==> src/rtl/demux_one_to_two_buf_pkg.sv <==
// rtl/demux_one_to_two_buf_pkg.sv - shared constants and helpers for the 1:2 buffered demux
package demux_one_to_two_buf_pkg;

  localparam int DEFAULT_WIDTH = 8;

  // Output channel indices; the target select and the pointer use these encodings
  typedef enum logic {
    CH0 = 1'b0,
    CH1 = 1'b1
  } channel_e;

  // A one-entry slot can take a word when it is empty or is being emptied this cycle
  function automatic logic slot_free(input logic valid, input logic ready);
    return (!valid) | ready;
  endfunction

endpackage

==> src/rtl/demux_one_to_two_buf_out_slot.sv <==
// rtl/demux_one_to_two_buf_out_slot.sv - one-entry registered output slot with load and drain
module demux_out_slot
  import demux_one_to_two_buf_pkg::*;
#(
  parameter int WIDTH = DEFAULT_WIDTH
) (
  input  logic             clk,
  input  logic             rst_n,
  input  logic             i_load,
  input  logic [WIDTH-1:0] i_data,
  input  logic             i_ready,
  output logic [WIDTH-1:0] o_data,
  output logic             o_valid,
  output logic             o_free
);

  logic [WIDTH-1:0] r_data;
  logic             r_valid;
  logic             w_drain;

  assign w_drain = r_valid & i_ready;

  // Load wins over drain so a slot emptied and refilled in one cycle stays valid
  always_ff @(posedge clk or negedge rst_n) begin
    if (!rst_n) begin
      r_data  <= '0;
      r_valid <= 1'b0;
    end else if (i_load) begin
      r_data  <= i_data;
      r_valid <= 1'b1;
    end else if (w_drain) begin
      r_valid <= 1'b0;
    end
  end

  // Outputs come straight from flops; only o_free looks at the consumer's ready
  assign o_data  = r_data;
  assign o_valid = r_valid;
  assign o_free  = slot_free(r_valid, i_ready);

endmodule

==> src/rtl/demux_one_to_two_buf.sv <==
// rtl/demux_one_to_two_buf.sv - steers one valid/ready word stream into two buffered channels
module demux_one_to_two_buf
  import demux_one_to_two_buf_pkg::*;
#(
  parameter int WIDTH = DEFAULT_WIDTH
) (
  input  logic             clk,
  input  logic             rst_n,
  input  logic [WIDTH-1:0] D,
  input  logic             S,
  input  logic             alt_en,
  input  logic             in_valid,
  output logic             in_ready,
  output logic [WIDTH-1:0] Y0,
  output logic             Y0_valid,
  input  logic             Y0_ready,
  output logic [WIDTH-1:0] Y1,
  output logic             Y1_valid,
  input  logic             Y1_ready,
  output logic             ptr
);

  logic r_ptr;
  logic w_tgt;
  logic w_free0;
  logic w_free1;
  logic w_accept;
  logic w_load0;
  logic w_load1;

  // Target is the alternating pointer in de-interleave mode, else the explicit select
  always_comb begin
    w_tgt = S;
    if (alt_en) begin
      w_tgt = r_ptr;
    end
  end

  // Only the targeted slot gates input; the other channel never stalls the stream
  always_comb begin
    in_ready = w_free0;
    if (w_tgt == CH1) begin
      in_ready = w_free1;
    end
  end

  assign w_accept = in_valid & in_ready;
  assign w_load0  = w_accept & (w_tgt == CH0);
  assign w_load1  = w_accept & (w_tgt == CH1);

  // Pointer advances only on accepted beats in alternating mode, so stalls keep the order
  always_ff @(posedge clk or negedge rst_n) begin
    if (!rst_n) begin
      r_ptr <= 1'b0;
    end else if (w_accept && alt_en) begin
      r_ptr <= ~r_ptr;
    end
  end

  assign ptr = r_ptr;

  demux_out_slot #(.WIDTH(WIDTH)) u_slot0 (
    .clk     (clk),
    .rst_n   (rst_n),
    .i_load  (w_load0),
    .i_data  (D),
    .i_ready (Y0_ready),
    .o_data  (Y0),
    .o_valid (Y0_valid),
    .o_free  (w_free0)
  );

  demux_out_slot #(.WIDTH(WIDTH)) u_slot1 (
    .clk     (clk),
    .rst_n   (rst_n),
    .i_load  (w_load1),
    .i_data  (D),
    .i_ready (Y1_ready),
    .o_data  (Y1),
    .o_valid (Y1_valid),
    .o_free  (w_free1)
  );

endmodule

==> config.mk <==
export PLATFORM = sky130hd
export DESIGN_NAME = demux_one_to_two_buf
export DESIGN_NICKNAME = d
export VERILOG_FILES = /design/src/rtl/demux_one_to_two_buf_pkg.sv /design/src/rtl/demux_one_to_two_buf_out_slot.sv /design/src/rtl/demux_one_to_two_buf.sv
export SDC_FILE = /design/constraint.sdc
export NUM_CORES = 1
export LEC_CHECK = 0
export CAP_MARGIN = 10
export CORE_ASPECT_RATIO = 0.8
export CORE_MARGIN = 2
export CORE_UTILIZATION = 50
export CTS_CLUSTER_DIAMETER = 80
export DETAILED_ROUTE_END_ITERATION = 6
export DONT_BUFFER_PORTS = 1
export GPL_TIMING_DRIVEN = 0
export SKIP_CTS_REPAIR_TIMING = 1
export SLEW_MARGIN = 15
export SYNTH_ARGS = -nofsm -noshare
export SYNTH_HDL_FRONTEND = slang
export SYNTH_HIERARCHICAL = 1
export SYNTH_SLANG_ARGS = --single-unit
export TNS_END_PERCENT = 100
==> constraint.sdc <==
create_clock -name clk -period 3.9 [get_ports clk]
set_clock_uncertainty 0.1 [all_clocks]
set_input_delay 0.39 -clock clk [delete_from_list [all_inputs] [get_ports clk]]
set_output_delay 0.39 -clock clk [all_outputs]
set_load 0.01 [all_outputs]
# Word level (Yosys, flattened, before mapping)
# Index checks and enable logic that the tools add are counted.
# totals
reg_bits	19
in_bits	15
output_inout_bits	20
# op_classes
mux	6
n_bitwise	9
reduce_logical	5
# op_table
cell	n
1-bit 2-to-1 mux	6
1-bit bitwise AND	5
2-bit nonzero test	2
1-bit logical NOT	2
1-bit inverter	2
1-bit bitwise OR	2
1-bit logical AND	1

# Depth between registers and ports, before layout
# Gate-level depths: netlist of run 1.
# depth
word_depth	6
mapped_depth	5
mapped_depth_nobuf	4

# Cells and area by module
# The synthesis of run 1 kept the hierarchy.
# by_module_without_submodules
mod	n_inst	cells_each	area_each_um2	seq_area_each_um2
demux_out_slot	2	20	369.1	225.2
demux_one_to_two_buf	1	8	76.3	25.0

# Worst setup path after synthesis of run 1
# Ideal clock, no wire load.
# synth_timing
path_kind	register to output
from	register r_ptr, in the netlist ptr
to	output in_ready
arrival_ps	1011
required_ps	3410
slack_ps	2399
path_stages_with_launch	3
n_path_buf	0
path_cell_list	dfrtp_1 > mux2i_1 > mux2_1
# synth_via
elab_chain_len	2
# synth_lines
item	line_no	rtl
from (decl)	demux_one_to_two_buf.sv:23	logic r_ptr;
from (signal assigned)	demux_one_to_two_buf.sv:56	r_ptr <= ~r_ptr;
1-bit 2-to-1 mux	demux_one_to_two_buf.sv:34	if (alt_en) begin
1-bit 2-to-1 mux	demux_one_to_two_buf.sv:42	if (w_tgt == CH1) begin
to (decl)	demux_one_to_two_buf.sv:13	output logic in_ready,
# No other way between the ends.

# Worst setup path in the final report of run 1
# Same ends and word-level chain as after synthesis.

==> results.sh, run 1 <==
export IMPL_p_comb_share_pct=23.4
export IMPL_syn_area_um2=814.5
export IMPL_nNetsFinal=69
export IMPL_ys_top_cells_by_area="dfrtp_1 58%, mux2_4 29%, nand2b_1 3.1%"
export IMPL_antenna_found_initial=0
export IMPL_worst_ep_required_time_ns=3.41
export IMPL_seq_power_share_pct=60.1
export IMPL_cts_buffers=3
export IMPL_syn_avg_cell_area_um2=16.97
export IMPL_ff2ff_path_depth=4
export IMPL_final_max_slew_viol_count=0
export IMPL_die_area_um2=1970
export IMPL_hpwl_um=994
export IMPL_intPower_mw=0.3977
export IMPL_p_sw_mw=0.1778
export IMPL_via_count=386
export IMPL_layout_drive_gt1_share_pct=43.40
export IMPL_drt_iter0_drc=6
export IMPL_finalCriticalPeriod_ns=1.865
export IMPL_clk_latency_ns=0.28
export IMPL_grt_pass1_vias=428
export IMPL_cts_max_path_buffers=2
export IMPL_seq_area_frac_synth_pct=58.37
export IMPL_die_y_um=40.10
export IMPL_grt_max_degree=20
export IMPL_clkTransAtPathRegs_ns=0.10
export IMPL_dr_pass1_iters=3
export IMPL_setup_violations=0
export IMPL_synth_top_cell_area_share_pct=58.37
export IMPL_rsz0062_at_grt="false"
export IMPL_gp_congestion=0.6651
export IMPL_drc=0
export IMPL_viasPerCell=5.147
export IMPL_start_util_pct=51.63
export IMPL_sw_frac_of_total_pct=30.90
export IMPL_hp_class="primary input to flop"
export IMPL_timing_fmax_mhz=536.1
export IMPL_p_clk_share_pct=16.5
export IMPL_tightest_slew_ns=0.8106
export IMPL_total_power_mw=0.5755
export IMPL_status="finished clean"
export IMPL_area_growth_syn_to_layout_pct=7.988
export IMPL_critical_path_class="flop to output port"
export IMPL_fillers=137
export IMPL_hold_viol=0
export IMPL_port_buffers=0
export IMPL_regArea_um2=475.5
export IMPL_instances_no_fill=75
export IMPL_crit_end="in_ready"
export IMPL_cap_viol_max_count=0
export IMPL_cp_max_fo=4
export IMPL_r2r_end="u_slot0/o_data[2]"
export IMPL_p_leak_nw=0.4086
export IMPL_cts_num_sinks=19
export IMPL_dp_cells=70
export IMPL_drt_wl_total_um=1297
export IMPL_cts_tree="built"
export IMPL_synth_distinct_cells=11
export IMPL_core_um2=1578
export IMPL_tns_ns=0
export IMPL_yosys_warnings=6
export IMPL_postSynthNetCount=63
export IMPL_period_share_pct=47.83
export IMPL_ys_ff_latch=19
export IMPL_core_rowCount=13
export IMPL_cp_end_kind="output port"
export IMPL_insertedDiodeCount=0
export IMPL_vdd_drop_max_v=0.0002798
export IMPL_gr_total_overflow=0
export IMPL_htreeDepth=1
export IMPL_die_w_um=49.13
export IMPL_regToRegStartpoint="ptr"
export IMPL_rrSetupSlack_ns=2.30
export IMPL_io_pins=35
export IMPL_worstPathArrival_ns=1.38
export IMPL_worstSetupStartpointType="flop"
export IMPL_slew_headroom_pct=45.78
export IMPL_drt_antenna_violating_nets=0
export IMPL_synthDominantAreaCellType="dfrtp_1"
export IMPL_cts_root_buf="clkbuf_4"
export IMPL_syn_inst=48
export IMPL_groute_usage_overall_pct=14.72
export IMPL_powerDensity_nw_per_um2=654.3
export IMPL_multi_input_area_um2=316.6
export IMPL_wire_per_inst_um=17.29
export IMPL_grt_pass1_wl_um=2007
export IMPL_timing_critical_path_from="ptr"
metrics by stage:
step / util (%) / cell area (um2) / hold slack (ns) / worst slack, ns
3_5_place_dp: 53.37 / 842.1 / -0.005361 / 2.304
3_3_place_gp: 53.37 / 842.1 / -0.005268 / 2.349
5_1_grt: 55.75 / 879.6 / 0.1145 / 1.929
6_report: 55.75 / 879.6 / 0.1187 / 2.035
2_1_floorplan: - / 814.5 / -0.005591 / 2.399
4_1_cts: 55.12 / 869.6 / -0.3316 / 2.006
layout make-up:
type	count	share of cell area, %
clock inverters	1	0.5690
flip-flops and latches	19	54.05
clock buffers	3	2.560
well taps	22	3.129
repair buffers	1	1.138
multi-input cells	27	35.99
plain buffers	2	2.560
worst min-delay path by stage:
stage | from | endpoint | slack [ns] | cells after the start
2_1_floorplan | rst_n | ptr | -0.006 | 0
3_3_place_gp | rst_n | u_slot1/o_data[0] | -0.005 | 0
3_5_place_dp | rst_n | u_slot1/o_data[0] | -0.005 | 0
4_1_cts | rst_n | u_slot1/o_data[2] | -0.33 | 0
5_1_grt | D[3] | u_slot0/o_data[3] | 0.11 | 1
6_report | alt_en | ptr | 0.12 | 1
flip-flops by register name, summed over array words and instances, names as in the netlist:
signal,flops
u_slot0/o_valid,1
u_slot1/o_data,8
u_slot0/o_data,8
ptr,1
u_slot1/o_valid,1
logic make-up after synthesis:
kind of cell	count (synthesis)	synth area share [%]
compound gates	2	1.844
flops	19	58.37
mux	18	32.10
buf+inv	2	2.765
simple gates	7	4.914
layout by cell type, fill, tap and decap left out:
cell / n
a31oi_1: 1
a41oi_1: 1
and3_2: 1
buf_6: 2
clkbuf_4: 3
clkinv_2: 1
dfrtp_1: 19
dlygate4sd3_1: 1
mux2_1: 1
mux2_4: 16
mux2i_1: 1
nand2_1: 1
nand2b_1: 4
nor2_1: 1
worst max-delay path: stages, from the launching register on:
cell     delay (ns)
dfrtp_1        0.45
mux2i_1        0.25
mux2_1         0.40
power groups by stage:
stage / sequential, mW / clock [mW] / combinational (mW)
floorplan: 0.334 / 0 / 0.122
global placement: 0.348 / 0 / 0.128
detailed placement: 0.350 / 0 / 0.133
CTS: 0.347 / 0.100 / 0.132
global route: 0.354 / 0.110 / 0.146
finish: 0.346 / 0.0950 / 0.135
synth_stat cells, drive strengths merged:
cell type and n:
a31oi 1, and3 1, a41oi 1, nand2b 4, mux2 17, dfrtp 19, buf 2, nand2 1
nor2 1, mux2i 1
routing by layer:
layer	global-route usage, %	vias to the layer above	wire length [um]
met1	18.72	187	579
met5	0	-	0
li1	-	179	-
met4	8.571	0	0
met3	5.597	0	108
met2	21.96	20	608
(Power assumes the default switching activity.)
==> run 2: changes to the inputs <==
==> constraint.sdc (replaced) <==
create_clock -name clk -period 1.8 [get_ports clk]
set_clock_uncertainty 0.1 [all_clocks]
set_input_delay 0.18 -clock clk [delete_from_list [all_inputs] [get_ports clk]]
set_output_delay 0.18 -clock clk [all_outputs]
set_load 0.01 [all_outputs]
==> results.sh, run 2 (synthesis results as in run 1) <==
export IMPL_multi_input_area_um2=316.6
export IMPL_gr_total_overflow=0
export IMPL_antenna_found_initial=0
export IMPL_via_count=437
export IMPL_timing_fmax_mhz=598.8
export IMPL_p_leak_nw=0.4498
export IMPL_insertedDiodeCount=0
export IMPL_clkTransAtPathRegs_ns=0.10
export IMPL_drt_wl_total_um=1415
export IMPL_groute_usage_overall_pct=14.72
export IMPL_area_growth_syn_to_layout_pct=20.28
export IMPL_gp_congestion=0.6651
export IMPL_cts_buffers=3
export IMPL_cts_tree="built"
export IMPL_sw_frac_of_total_pct=31.08
export IMPL_core_rowCount=13
export IMPL_period_share_pct=92.78
export IMPL_layout_common_cells="19 x dfrtp_1, 16 x mux2_4, 11 x dlygate4sd3_1"
export IMPL_die_y_um=40.10
export IMPL_worstPathArrival_ns=1.39
export IMPL_hp_class="primary input to flop"
export IMPL_die_w_um=49.13
export IMPL_worstPathCellList="mux2i_1 > mux2_1"
export IMPL_max_stage_delay_ns=0.46
export IMPL_cts_num_sinks=19
export IMPL_setup_violations=0
export IMPL_critical_path_class="flop to output port"
export IMPL_final_max_slew_viol_count=0
export IMPL_tns_ns=0
export IMPL_crit_slowest_cell="dfrtp_1"
export IMPL_p_comb_share_pct=25.1
export IMPL_hpwl_um=994
export IMPL_start_util_pct=51.63
export IMPL_dp_slack_ns=0.2035
export IMPL_fillers=130
export IMPL_drt_iter0_drc=9
export IMPL_intPower_mw=0.8832
export IMPL_rsz0062_at_grt="false"
export IMPL_slew_headroom_pct=46.40
export IMPL_postLayoutSetupSlackWorst_ns=0.1299
export IMPL_cap_viol_max_count=0
export IMPL_clk_latency_ns=0.28
export IMPL_regToRegStartpoint="ptr"
export IMPL_nNetsFinal=79
export IMPL_regArea_um2=475.5
export IMPL_critical_path_top_delay_family="multiplexers"
export IMPL_tightest_slew_ns=0.8013
export IMPL_final_common_cell="dfrtp_1"
export IMPL_seq_power_share_pct=58.5
export IMPL_port_buffers=0
export IMPL_path_buf_inv=0
export IMPL_drc=0
export IMPL_grt_pass1_vias=428
export IMPL_grt_max_degree=20
export IMPL_hold_viol=0
export IMPL_core_um2=1578
export IMPL_r2r_end="u_slot0/o_data[4]"
export IMPL_layout_drive_gt1_share_pct=36.51
export IMPL_die_area_um2=1970
export IMPL_cp_end_kind="output port"
export IMPL_p_sw_mw=0.3984
export IMPL_cts_max_path_buffers=2
export IMPL_htreeDepth=1
export IMPL_cts_root_buf="clkbuf_4"
export IMPL_viasPerCell=5.141
export IMPL_wire_per_inst_um=16.65
export IMPL_drt_antenna_violating_nets=0
export IMPL_io_pins=35
export IMPL_min_path_cells=2
export IMPL_dr_pass1_iters=3
export IMPL_grt_pass1_wl_um=2007
export IMPL_powerDensity_nw_per_um2=1308
export IMPL_finalCriticalPeriod_ns=1.670
export IMPL_status="finished clean"
export IMPL_cp_max_fo=4
export IMPL_rrSetupSlack_ns=0.19
export IMPL_holdCritStartpoint="Y0_ready"
export IMPL_vdd_drop_max_v=0.0006067
export IMPL_p_clk_share_pct=16.4
export IMPL_ff2ff_path_depth=4
export IMPL_worstSetupStartpointType="flop"
export IMPL_min_to="u_slot0/o_valid"
export IMPL_worst_ep_required_time_ns=1.52
run 2: final cells by class:
| class | count | share of cell area, % |
|---|---|---|
| well taps | 22 | 2.810 |
| plain buffers | 2 | 2.299 |
| clock inverters | 1 | 0.5109 |
| multi-input cells | 27 | 32.31 |
| flip-flops and latches | 19 | 48.53 |
| clock buffers | 3 | 2.299 |
| repair buffers | 11 | 11.24 |
run 2: worst max path at each step:
stage / startpoint / end / depth (start not counted)
floorplan: ptr / u_slot0/o_data[0] / 4
global route: ptr / in_ready / 2
finish: ptr / in_ready / 2
detailed placement: ptr / u_slot0/o_data[6] / 4
global placement: ptr / u_slot0/o_data[5] / 4
CTS: ptr / in_ready / 2
run 2: per-stage QoR:
step	cells	util (%)	power, mW	hold WS, ns	instance area (um2)
floorplan	48	-	0.9881	-0.2156	814.5
global placement	70	53.37	1.033	-0.2153	842.1
detailed placement	70	53.37	1.045	-0.2154	842.1
CTS	74	55.12	1.256	-0.5416	869.6
global route	85	62.09	1.352	0.06678	979.7
finish	85	62.09	1.282	0.05048	979.7
run 2: power groups by stage:
stage	Clock, mW	Combinational [mW]	Sequential, mW
CTS	0.217	0.286	0.753
detailed placement	0	0.287	0.758
finish	0.210	0.322	0.750
global placement	0	0.278	0.754
floorplan	0	0.264	0.724
global route	0.237	0.348	0.767
run 2: per-layer routing:
metal	vias to the layer above	track usage (%)	routed length (um)
met5	-	0	0
met4	0	8.571	0
met3	0	5.597	100
met2	18	21.96	724
met1	223	18.72	590
li1	196	-	-
run 2: worst reg2reg max path, stage by stage, from the launching register on:
cell,delay [ns]
dfrtp_1,0.46
mux2i_1,0.25
and3_2,0.23
buf_6,0.16
mux2_4,0.31
==> run 3: changes to the inputs <==
--- a/config.mk
+++ b/config.mk
@@ -7,7 +7,7 @@
 export LEC_CHECK = 0
 export CAP_MARGIN = 10
 export CORE_ASPECT_RATIO = 0.8
-export CORE_MARGIN = 2
+export CORE_MARGIN = 1.5
 export CORE_UTILIZATION = 50
 export CTS_CLUSTER_DIAMETER = 80
 export DETAILED_ROUTE_END_ITERATION = 6
==> results.sh, run 3 (synthesis results as in run 1) <==
export IMPL_rsz0062_at_grt="false"
export IMPL_die_w_um=48.13
export IMPL_io_pins=35
export IMPL_timing_fmax_mhz=601.3
export IMPL_antenna_found_initial=0
export IMPL_powerDensity_nw_per_um2=1303
export IMPL_final_common_cell="dfrtp_1"
export IMPL_core_rowCount=12
export IMPL_p_sw_mw=0.3892
export IMPL_finalCriticalPeriod_ns=1.663
export IMPL_hold_viol=0
export IMPL_clk_latency_ns=0.28
export IMPL_period_share_pct=92.39
export IMPL_cts_buffers=3
export IMPL_dp_slack_ns=0.1551
export IMPL_slew_headroom_pct=46.26
export IMPL_clkTransAtPathRegs_ns=0.10
export IMPL_tightest_slew_ns=0.8035
export IMPL_insertedDiodeCount=0
export IMPL_critical_path_class="flop to output port"
export IMPL_cap_viol_max_count=0
export IMPL_hold_ws_ns=0.05053
export IMPL_worstSetupStartpointType="flop"
export IMPL_postLayoutSetupSlackWorst_ns=0.1370
export IMPL_groute_usage_overall_pct=15.63
export IMPL_wire_per_inst_um=16.87
export IMPL_grt_max_degree=20
export IMPL_worst_ep_required_time_ns=1.52
export IMPL_worstPathArrival_ns=1.38
export IMPL_post_route_util_pct=67.35
export IMPL_cp_max_fo=4
export IMPL_die_y_um=39.10
export IMPL_vdd_drop_max_v=0.0007504
export IMPL_viasPerCell=5.214
export IMPL_drt_iter0_drc=7
export IMPL_hpwl_um=969
export IMPL_layout_common_cells="19 x dfrtp_1, 16 x mux2_4, 11 x dlygate4sd3_1"
export IMPL_regArea_um2=475.5
export IMPL_cp_end_kind="output port"
export IMPL_crit_slowest_cell="dfrtp_1"
export IMPL_dr_pass1_iters=4
export IMPL_die_area_um2=1882
export IMPL_grt_pass1_vias=416
export IMPL_area_growth_syn_to_layout_pct=20.43
export IMPL_intPower_mw=0.8891
export IMPL_cts_num_sinks=19
export IMPL_nNetsFinal=79
export IMPL_core_um2=1456
export IMPL_cts_tree="built"
export IMPL_drt_wl_total_um=1417
export IMPL_seq_power_share_pct=58.8
export IMPL_drc=0
export IMPL_cts_max_path_buffers=2
export IMPL_worstPathCellList="mux2i_2 > mux2_1"
export IMPL_layout_drive_gt1_share_pct=36.51
export IMPL_start_util_pct=55.93
export IMPL_sw_frac_of_total_pct=30.45
export IMPL_status="finished clean"
export IMPL_fillers=106
export IMPL_via_count=438
export IMPL_grt_pass1_wl_um=1869
export IMPL_setup_violations=0
export IMPL_dp_cells=69
export IMPL_htreeDepth=1
export IMPL_tns_ns=0
export IMPL_cts_root_buf="clkbuf_4"
export IMPL_hp_class="primary input to flop"
export IMPL_final_max_slew_viol_count=0
export IMPL_instances_no_fill=84
export IMPL_drt_antenna_violating_nets=0
export IMPL_p_leak_nw=0.4453
export IMPL_port_buffers=0
export IMPL_p_comb_share_pct=25.8
export IMPL_gr_total_overflow=0
export IMPL_gp_congestion=0.6026
export IMPL_max_stage_delay_ns=0.45
export IMPL_multi_input_area_um2=320.3
export IMPL_p_clk_share_pct=15.4
==> run 3: critical path: cells and delay by family, from the launching register on <==
kind   cells  cell delay [ns]
mux        2             0.64
flops      1             0.45
==> run 3: cell type report <==
cell class	count	share of cell area, %
sequential	19	48.47
timing repair buffer	11	11.22
tap	21	2.679
buffer	2	2.296
clock buffer	4	2.679
multi-input combinational	27	32.65
==> run 3: metrics by stage <==
stage	total power, mW	area, um2
finish	1.278	980.9
global route	1.355	980.9
CTS	1.251	867.1
detailed placement	1.050	840.8
global placement	1.034	840.8
floorplan	0.9881	814.5
==> run 3: routing by layer <==
| layer | up-vias | part of all wire, % | global-route usage, % |
|---|---|---|---|
| met5 | - | 0 | 0 |
| met4 | 0 | 0 | 2.027 |
| met3 | 0 | 5.7 | 9.346 |
| met2 | 20 | 49 | 24.67 |
| met1 | 220 | 45 | 18.66 |
| li1 | 198 | - | - |
==> run 3: final timing paths <==
check,start,to,cells past startpoint,slack [ns]
min in group asynchronous,rst_n,ptr,1,0.32
max in group asynchronous,rst_n,u_slot0/o_data[3],1,0.78
worst max register to register,ptr,u_slot0/o_data[6],4,0.19
worst min-delay path,Y1_ready,u_slot1/o_valid,2,0.05
worst max-delay path,ptr,in_ready,2,0.14
worst min register to register,u_slot0/o_data[4],u_slot0/o_data[4],1,0.50
==> run 3: power by group through the flow <==
stage | Clock [mW] | Sequential [mW] | Combinational [mW]
after floorplan | 0 | 0.724 | 0.264
after global placement | 0 | 0.755 | 0.279
after detailed placement | 0 | 0.762 | 0.288
after CTS | 0.208 | 0.754 | 0.289
after global routing | 0.233 | 0.771 | 0.351
final | 0.197 | 0.752 | 0.329
